`src/rtl/d_sram_like_to_axi_pkg.sv`:
```
// d_sram_like_to_axi_pkg: shared FSM encoding, size codes and AXI constants for the data-side bridge.
package d_sram_like_to_axi_pkg;
  typedef enum logic [2:0] {IDLE, RD_AR, RD_R, WR_REQ, WR_B} state_e;
  localparam logic [1:0] SZ_BYTE = 2'd0;
  localparam logic [1:0] SZ_HALF = 2'd1;
  localparam logic [1:0] SZ_WORD = 2'd2;
  localparam logic [3:0] AXI_ID = 4'd1;
  localparam logic [3:0] AXI_LEN = 4'd0;
  localparam logic [1:0] BURST_INCR = 2'b01;
  // size code 3 is illegal on the sram-like side and is handled as a word
  function automatic logic [1:0] legal_size(input logic [1:0] s);
    return s == 2'd3 ? SZ_WORD : s;
  endfunction
endpackage

```
`src/rtl/d_sram_like_to_axi_wstrb_gen.sv`:
```
// d_sram_like_to_axi_wstrb_gen: byte-lane strobe from access size and low address bits.
module d_sram_like_to_axi_wstrb_gen
  import d_sram_like_to_axi_pkg::*;
(
  input  logic [1:0] size_i,
  input  logic [1:0] addr_i,
  output logic [3:0] strb_o
);
  always_comb
    strb_o = size_i == SZ_BYTE ? 4'b0001 << addr_i :
             size_i == SZ_HALF ? (addr_i[1] ? 4'b1100 : 4'b0011) : 4'b1111;
endmodule

```
`src/rtl/d_sram_like_to_axi.sv`:
```
// d_sram_like_to_axi: single-outstanding sram-like to single-beat AXI3 bridge for the data port.
module d_sram_like_to_axi
  import d_sram_like_to_axi_pkg::*;
#(
  parameter int PAGE_BITS = 12,
  parameter int PFN_W     = 20
) (
  input  logic             clk,
  input  logic             rst,
  input  logic             data_req,
  input  logic             data_wr,
  input  logic [1:0]       data_size,
  input  logic [31:0]      data_addr,
  input  logic [31:0]      data_wdata,
  input  logic [PFN_W-1:0] data_pfn,
  output logic             data_addr_ok,
  output logic             data_data_ok,
  output logic [31:0]      data_rdata,
  output logic [31:0]      araddr,
  output logic [2:0]       arsize,
  output logic             arvalid,
  input  logic             arready,
  input  logic [31:0]      rdata,
  input  logic             rvalid,
  output logic             rready,
  output logic [31:0]      awaddr,
  output logic [2:0]       awsize,
  output logic             awvalid,
  input  logic             awready,
  output logic [31:0]      wdata,
  output logic [3:0]       wstrb,
  output logic             wvalid,
  input  logic             wready,
  input  logic             bvalid,
  output logic             bready
);
  state_e      state_q, state_d;
  logic [1:0]  size_q, size_in;
  logic [31:0] paddr_q, paddr_in, wdata_q, rdata_q;
  logic [3:0]  wstrb_q, strb_in;
  logic        aw_done_q, w_done_q, aw_fin, w_fin, accept, rd_done, unused_addr;

  assign size_in     = legal_size(data_size);
  assign paddr_in    = {data_pfn, data_addr[PAGE_BITS-1:0]};
  assign unused_addr = ^data_addr[31:PAGE_BITS];
  assign aw_fin      = aw_done_q | awready;
  assign w_fin       = w_done_q | wready;

  d_sram_like_to_axi_wstrb_gen u_wstrb_gen (
    .size_i (size_in),
    .addr_i (paddr_in[1:0]),
    .strb_o (strb_in)
  );

  always_ff @(posedge clk)
    state_q <= rst ? IDLE : state_d;

  always_comb begin
    state_d = state_q;
    case (state_q)
      IDLE:    state_d = data_req ? (data_wr ? WR_REQ : RD_AR) : IDLE;
      RD_AR:   state_d = arready ? RD_R : RD_AR;
      RD_R:    state_d = rvalid ? IDLE : RD_R;
      WR_REQ:  state_d = aw_fin && w_fin ? WR_B : WR_REQ;
      WR_B:    state_d = bvalid ? IDLE : WR_B;
      default: state_d = IDLE;
    endcase
  end

  // handshake outputs are forced low while rst is held so an aborted request never completes
  always_comb begin
    accept       = !rst && state_q == IDLE && data_req;
    rd_done      = !rst && state_q == RD_R && rvalid;
    data_addr_ok = accept;
    data_data_ok = rd_done || (!rst && state_q == WR_B && bvalid);
    data_rdata   = rd_done ? rdata : rdata_q;
    arvalid      = !rst && state_q == RD_AR;
    rready       = !rst && state_q == RD_R;
    awvalid      = !rst && state_q == WR_REQ && !aw_done_q;
    wvalid       = !rst && state_q == WR_REQ && !w_done_q;
    bready       = !rst && state_q == WR_B;
    araddr       = paddr_q;
    awaddr       = paddr_q;
    arsize       = {1'b0, size_q};
    awsize       = {1'b0, size_q};
    wdata        = wdata_q;
    wstrb        = wstrb_q;
  end

  always_ff @(posedge clk) begin
    if (rst) begin
      size_q    <= 2'd0;
      paddr_q   <= 32'd0;
      wdata_q   <= 32'd0;
      wstrb_q   <= 4'd0;
      rdata_q   <= 32'd0;
      aw_done_q <= 1'b0;
      w_done_q  <= 1'b0;
    end else begin
      if (accept) begin
        size_q  <= size_in;
        paddr_q <= paddr_in;
        wdata_q <= data_wdata;
        wstrb_q <= data_wr ? strb_in : 4'd0;
      end
      if (rd_done) rdata_q <= rdata;
      aw_done_q <= state_q == WR_REQ && state_d == WR_REQ && aw_fin;
      w_done_q  <= state_q == WR_REQ && state_d == WR_REQ && w_fin;
    end
  end
endmodule

```
`config.mk`:
```
export PLATFORM = sky130hd
export DESIGN_NAME = d_sram_like_to_axi
export DESIGN_NICKNAME = d
export VERILOG_FILES = /design/src/rtl/d_sram_like_to_axi_pkg.sv /design/src/rtl/d_sram_like_to_axi_wstrb_gen.sv /design/src/rtl/d_sram_like_to_axi.sv
export SDC_FILE = /design/constraint.sdc
export NUM_CORES = 1
export LEC_CHECK = 0
export CAP_MARGIN = 20
export CELL_PAD_IN_SITES_DETAIL_PLACEMENT = 2
export CELL_PAD_IN_SITES_GLOBAL_PLACEMENT = 2
export CORE_MARGIN = 2
export CORE_UTILIZATION = 20
export DETAILED_ROUTE_END_ITERATION = 12
export PLACE_DENSITY_LB_ADDON = 0.1
export SKIP_CTS_REPAIR_TIMING = 1
export SLEW_MARGIN = 5
export SYNTH_ARGS = -nofsm -noshare
export SYNTH_HDL_FRONTEND = slang
export SYNTH_SLANG_ARGS = --single-unit
```
`constraint.sdc`:
```
create_clock -name clk -period 1.83 [get_ports clk]
set_input_delay 0.366 -clock clk [delete_from_list [all_inputs] [get_ports clk]]
set_output_delay 0.366 -clock clk [all_outputs]
set_load 0.01 [all_outputs]
```
; Word-level counts from Yosys, hierarchy flattened
; Index checks and enable logic that the tools add are counted.
[word_totals]
register_bits = 107
wordCells = 51
[classes]
n_eq_ne = 7
shifts = 1
n_mux = 13
bitwise_logic = 2
reduce_logical = 20
[ops]
columns = cell, n
row1 = $mux W32, 1
row2 = $mux W4, 4
row3 = $pmux W3 S5, 1
row4 = $logic_and A1 B1 Y1, 14
row5 = $mux W2, 5
row6 = $eq A3 B2 Y1 const B, 3
row7 = $mux W3, 2
row8 = $shl A1 B2 Y4 const A, 1
row9 = $eq A3 B1 Y1 const B, 1
row10 = $eq A3 B3 Y1 const B, 1
row11 = $logic_not A1 Y1, 3
row12 = $logic_not A3 Y1, 1
row13 = $eq A2 B1 Y1 const B, 1
row14 = $eq A2 B2 Y1 const B, 1
row15 = $logic_not A2 Y1, 1
row16 = $or A1 B1 Y1, 2
row17 = $logic_or A1 B1 Y1, 1

; Logic depth before layout (Yosys ltp)
[depth]
depth_word = 7
mapped_depth = 6
ltp_nobuf = 4

; By module
; A second synthesis with hierarchy kept.
[unflattened]
hier_cells = 566
hier_area_um2 = 4802.1
[by_module_without_submodules]
columns = module, instances, cells_per_inst, area_each_um2, seq_area_each_um2
row1 = d_sram_like_to_axi, 1, 559, 4750.8, 2142.1
row2 = d_sram_like_to_axi_wstrb_gen, 1, 7, 51.3, 0.0

; Worst setup path before layout
; OpenSTA, ideal clock, no wires.
[synth_path]
path_type = in2out
from = input rst
to = output data_rdata[12]
t_arrival_ps = 1483
required_ps = 1464
setup_slack_ps = -19
stages = 5
cell_sequence = buf_2 > nor4b_4 > nand2_2 > buf_6 > mux2_4
[synth_via]
elab_chain_cells = 4
[synth_rtl]
columns = element, line_no
row1 = start: declaration, d_sram_like_to_axi.sv:9  ; input logic rst,
row2 = $logic_not A1 Y1, n/a
row3 = $logic_and A1 B1 Y1, n/a
row4 = via rready, d_sram_like_to_axi.sv:25  ; output logic rready,
row5 = $logic_and A1 B1 Y1, d_sram_like_to_axi.sv:73  ; rd_done = !rst && state_q == RD_R && rvalid;
row6 = $mux W32, n/a
row7 = end: declaration, d_sram_like_to_axi.sv:18  ; output logic [31:0] data_rdata,
; The timed path passes the listed nets, and every way through them passes these cells.

; Final worst setup path
[layout_path]
from = register state_q[2]
to = output data_rdata[15]
[layout_via]
elab_chain_cells = 4
[layout_rtl]
columns = element, line_no
row1 = start: declaration, d_sram_like_to_axi.sv:37  ; state_e state_q, state_d;
row2 = start signal: assignment, d_sram_like_to_axi.sv:56  ; state_q <= rst ? IDLE : state_d;
row3 = $eq A3 B2 Y1, d_sram_like_to_axi.sv:73
row4 = $logic_and A1 B1 Y1 (2 in series), d_sram_like_to_axi.sv:73
row5 = $mux W32, n/a
; Every way passes these cells.

==> metrics.log <==
INFO  metric outcome = finished with violations
INFO  metric failed_checks = setup timing
INFO  metric critical_path_arrival = 1.91 ns
INFO  metric drv_cap = 0
INFO  metric critical_path_start_end_classification = flip-flop to output port
INFO  metric core_area = about 22000 µm²
INFO  metric die_area = 23130 µm²
INFO  metric place_congestion = 0.7072
INFO  metric dr_total_vias = 4126
INFO  metric synth.largest_area_cell = sky130_fd_sc_hd__dfxtp_1
INFO  metric grt_setup_unrepaired = true
INFO  metric remaining_drc_errors = 0
INFO  metric holdPathStages = 3
INFO  metric drive_above_1_share = 0.1580
INFO  metric postSynthCellCount = 494
INFO  metric timing.hold.worst_endpoint = rdata_q[30]
INFO  metric critical-path-slowest-cell = sky130_fd_sc_hd__dfxtp_2
INFO  metric cts.sinks = 107
INFO  metric routed_wire_length_per_instance = 16.46 µm
INFO  metric syn_to_layout_area_delta = 67.82%
INFO  metric drtIter0Drc = 61
INFO  metric slew_violations = 0
INFO  metric reg2reg_to = size_q[0]
INFO  metric drt_wl_total = 16380 µm
INFO  metric drt_first_pass_iters = 4
INFO  metric grt_start_max_net_pins = 72
INFO  metric later_pin_clock_latency_in_the_skew_report = 0.36 ns
INFO  metric place.detailed.instances = 973
INFO  metric grt_pass1_wl = ~25000 µm
INFO  metric io-pin-count = around 270
INFO  metric final_hold_viol_count = 0
INFO  metric critPathMaxFanout = 6
INFO  metric period_share = 1.243
INFO  metric layout_commonest_cell = sky130_fd_sc_hd__clkdlybuf4s50_1
INFO  metric portBuffers = between 200 and 250
INFO  metric hold_path.startpoint = rst
INFO  metric htree_num_levels = 3
INFO  metric globalRoute.totalOverflow = 0
INFO  metric layout.cells.most_common_list = 209 x sky130_fd_sc_hd__clkdlybuf4s50_1, 141 x sky130_fd_sc_hd__nand2_1, 106 x sky130_fd_sc_hd__dfxtp_1
INFO  metric min-delay-path-class = input pin to flip-flop
INFO  metric antenna-diode-count = 0
INFO  metric grt_use_total = 0.1341
INFO  metric worst-r2r-cell-count = 5
INFO  metric layout_min_cycle_time = 2.275 ns
INFO  metric die_w = 152.1 µm
INFO  metric fp-row-count = 54
INFO  metric synthArstFlopShare = 0
INFO  metric worst_path_largest_cell_delay = 0.34 ns
INFO  metric tritoncts = built
INFO  metric detailed_place_hpwl = 11460 µm
INFO  metric worstReg2RegStart = state_q[0]
INFO  metric initial_core_util = 0.2022
INFO  metric drtAntennaViolNets = 0
INFO  metric first_global_vias = approximately 4400
INFO  metric finalSetupViolations = 35
INFO  metric synth.lib_cells_used.distinct = 28
INFO  metric path_clk_slew = 0.07 ns
INFO  metric synth_seq_cells = 107
INFO  metric clk_root_buffer_cell = sky130_fd_sc_hd__clkbuf_16
INFO  metric critical_path.startpoint_type = flip-flop
INFO  metric max_freq = 439.6 MHz
INFO  metric cellLeakagePower = 0.003001 µW
INFO  metric synth_top_area_frac = 0.4884
INFO  metric final-instance-count-excl-fill = 995
INFO  metric top_reg_cell_synth = sky130_fd_sc_hd__dfxtp_1
INFO  metric worst-r2r-setup-slack = -0.03 ns
INFO  metric cts_inserted_buffers = 9
INFO  metric critical_path.cell_chain = nor4b_4, nand2_2, buf_6, clkbuf_16, mux2_4, buf_6
INFO  metric synth-warning-count = 0
INFO  metric final_nets = 838
INFO  metric timing.critical_path.mode_cell = sky130_fd_sc_hd__buf_6
INFO  metric antenna_found_initial = 0
INFO  metric power.ir.vdd_worst = 422.8 µV
INFO  metric setup_tns = -12.42 ns
INFO  metric cts_max_path_buffers = 2
INFO  metric synthesis.area = 4385 µm²
INFO  metric finClkSkew = 0.004742 ns
INFO  metric critical_path.endpoint_type = output port
INFO  metric synth-seq-area-share = 0.4884
INFO  metric tightestPinTransition = 0.7341 ns
INFO  metric ys_top_cells_by_area = sky130_fd_sc_hd__dfxtp_1 49%, sky130_fd_sc_hd__nand2_1 12%, sky130_fd_sc_hd__mux2_4 8.9%
INFO  metric pre_cts_slack = -0.5775 ns
INFO  metric final_ws_setup = -0.4448 ns
INFO  metric power-per-cell-area = 809.2 nW/µm²
INFO  metric synth_enable_flop_cells = 0
INFO  metric number_of_vias_per_cell_after_detailed_routing = a little over 4
INFO  metric avgSynthCellArea = 8.877 µm²
INFO  metric worstPathRequired = 1.46 ns
INFO  metric die_span_y = 152.1 µm
INFO  metric worst_slew_margin_rel = 0.5106
==> layer usage <==
metal | routed length (µm) | vias up | global-route usage
li1 | - | 1988 | -
met1 | 6714 | 1955 | 0.1544
met2 | 7837 | 166 | 0.2188
met3 | 1503 | 17 | 0.05733
met4 | 322 | 0 | 0.05563
met5 | 0 | - | 0
==> metrics by stage <==
| step | hold slack (ns) | util | total power [µW] | instance area [µm²] |
|---|---|---|---|---|
| after floorplan | 0.4727 | - | 3128 | 4399 |
| after global placement | 0.4432 | 0.3212 | 3795 | 6965 |
| after detailed placement | 0.4517 | 0.3212 | 3832 | 6965 |
| after CTS | 0.3508 | 0.3358 | 6038 | 7282 |
| after global routing | 0.4079 | 0.3393 | 6280 | 7360 |
| final | 0.4028 | 0.3393 | 5955 | 7360 |
==> worst max path at each step <==
stage               slack [ns]  startpoint  cells past startpoint              to
floorplan                 0.02         rst                      5  data_rdata[10]
global placement         -0.58    data_req                      5    data_addr_ok
detailed placement       -0.58    data_req                      5    data_addr_ok
CTS                      -0.77  state_q[0]                      5   data_rdata[8]
global route             -0.54  state_q[2]                      6  data_rdata[15]
finish                   -0.44  state_q[2]                      6  data_rdata[15]
==> sequential cells by signal, summed over array words and instances (netlist names) <==
name	cells
araddr	32
aw_done_q	1
rdata_q	32
size_q	2
state_q	3
w_done_q	1
wdata	32
wstrb	4
==> where the power goes <==
part	internal, µW	switching, µW	total, µW
Sequential	2460	82.2	2540
Combinational	719	544	1260
Clock	1230	918	2150
Total	4410	1540	5960
==> area by class of cell <==
cell class | count | area, µm²
fillers | 2377 | 14330
repair buffers | 274 | 2716
flip-flops and latches | 107 | 2143
multi-input cells | 316 | 1822
well taps | 280 | 350.3
clock buffers | 11 | 242.7
clock inverters | 4 | 73.82
inverters | 3 | 11.26
==> synthesized netlist by cell type (2+ instances only) <==
cell type and instances:
sky130_fd_sc_hd__a21oi_1 73, sky130_fd_sc_hd__buf_2 9, sky130_fd_sc_hd__buf_4 36, sky130_fd_sc_hd__buf_6 5
sky130_fd_sc_hd__clkbuf_1 19, sky130_fd_sc_hd__dfxtp_1 107, sky130_fd_sc_hd__inv_1 3, sky130_fd_sc_hd__mux2_2 6
sky130_fd_sc_hd__mux2_4 26, sky130_fd_sc_hd__mux2i_1 2, sky130_fd_sc_hd__nand2_1 141, sky130_fd_sc_hd__nand2b_1 3
sky130_fd_sc_hd__nor2_1 11, sky130_fd_sc_hd__nor2b_1 33, sky130_fd_sc_hd__nor3_1 4, sky130_fd_sc_hd__nor4b_1 2
sky130_fd_sc_hd__o21bai_1 3
==> logic make-up after synthesis <==
kind of cell | share of synthesized area
mux | 0.1090
flops | 0.4884
compound gates | 0.09444
other cells | 0.0008551
simple gates | 0.2037
buf+inv | 0.1036
==> worst max-delay path: cells and delay by family (launching register included) <==
kind	cells	cell delay, ns
AND/OR/NAND/NOR	2	0.46
flip-flops	1	0.34
multiplexers	1	0.31
buffers and inverters	3	0.44
Note: power is estimated with default switching activity, not from simulation.
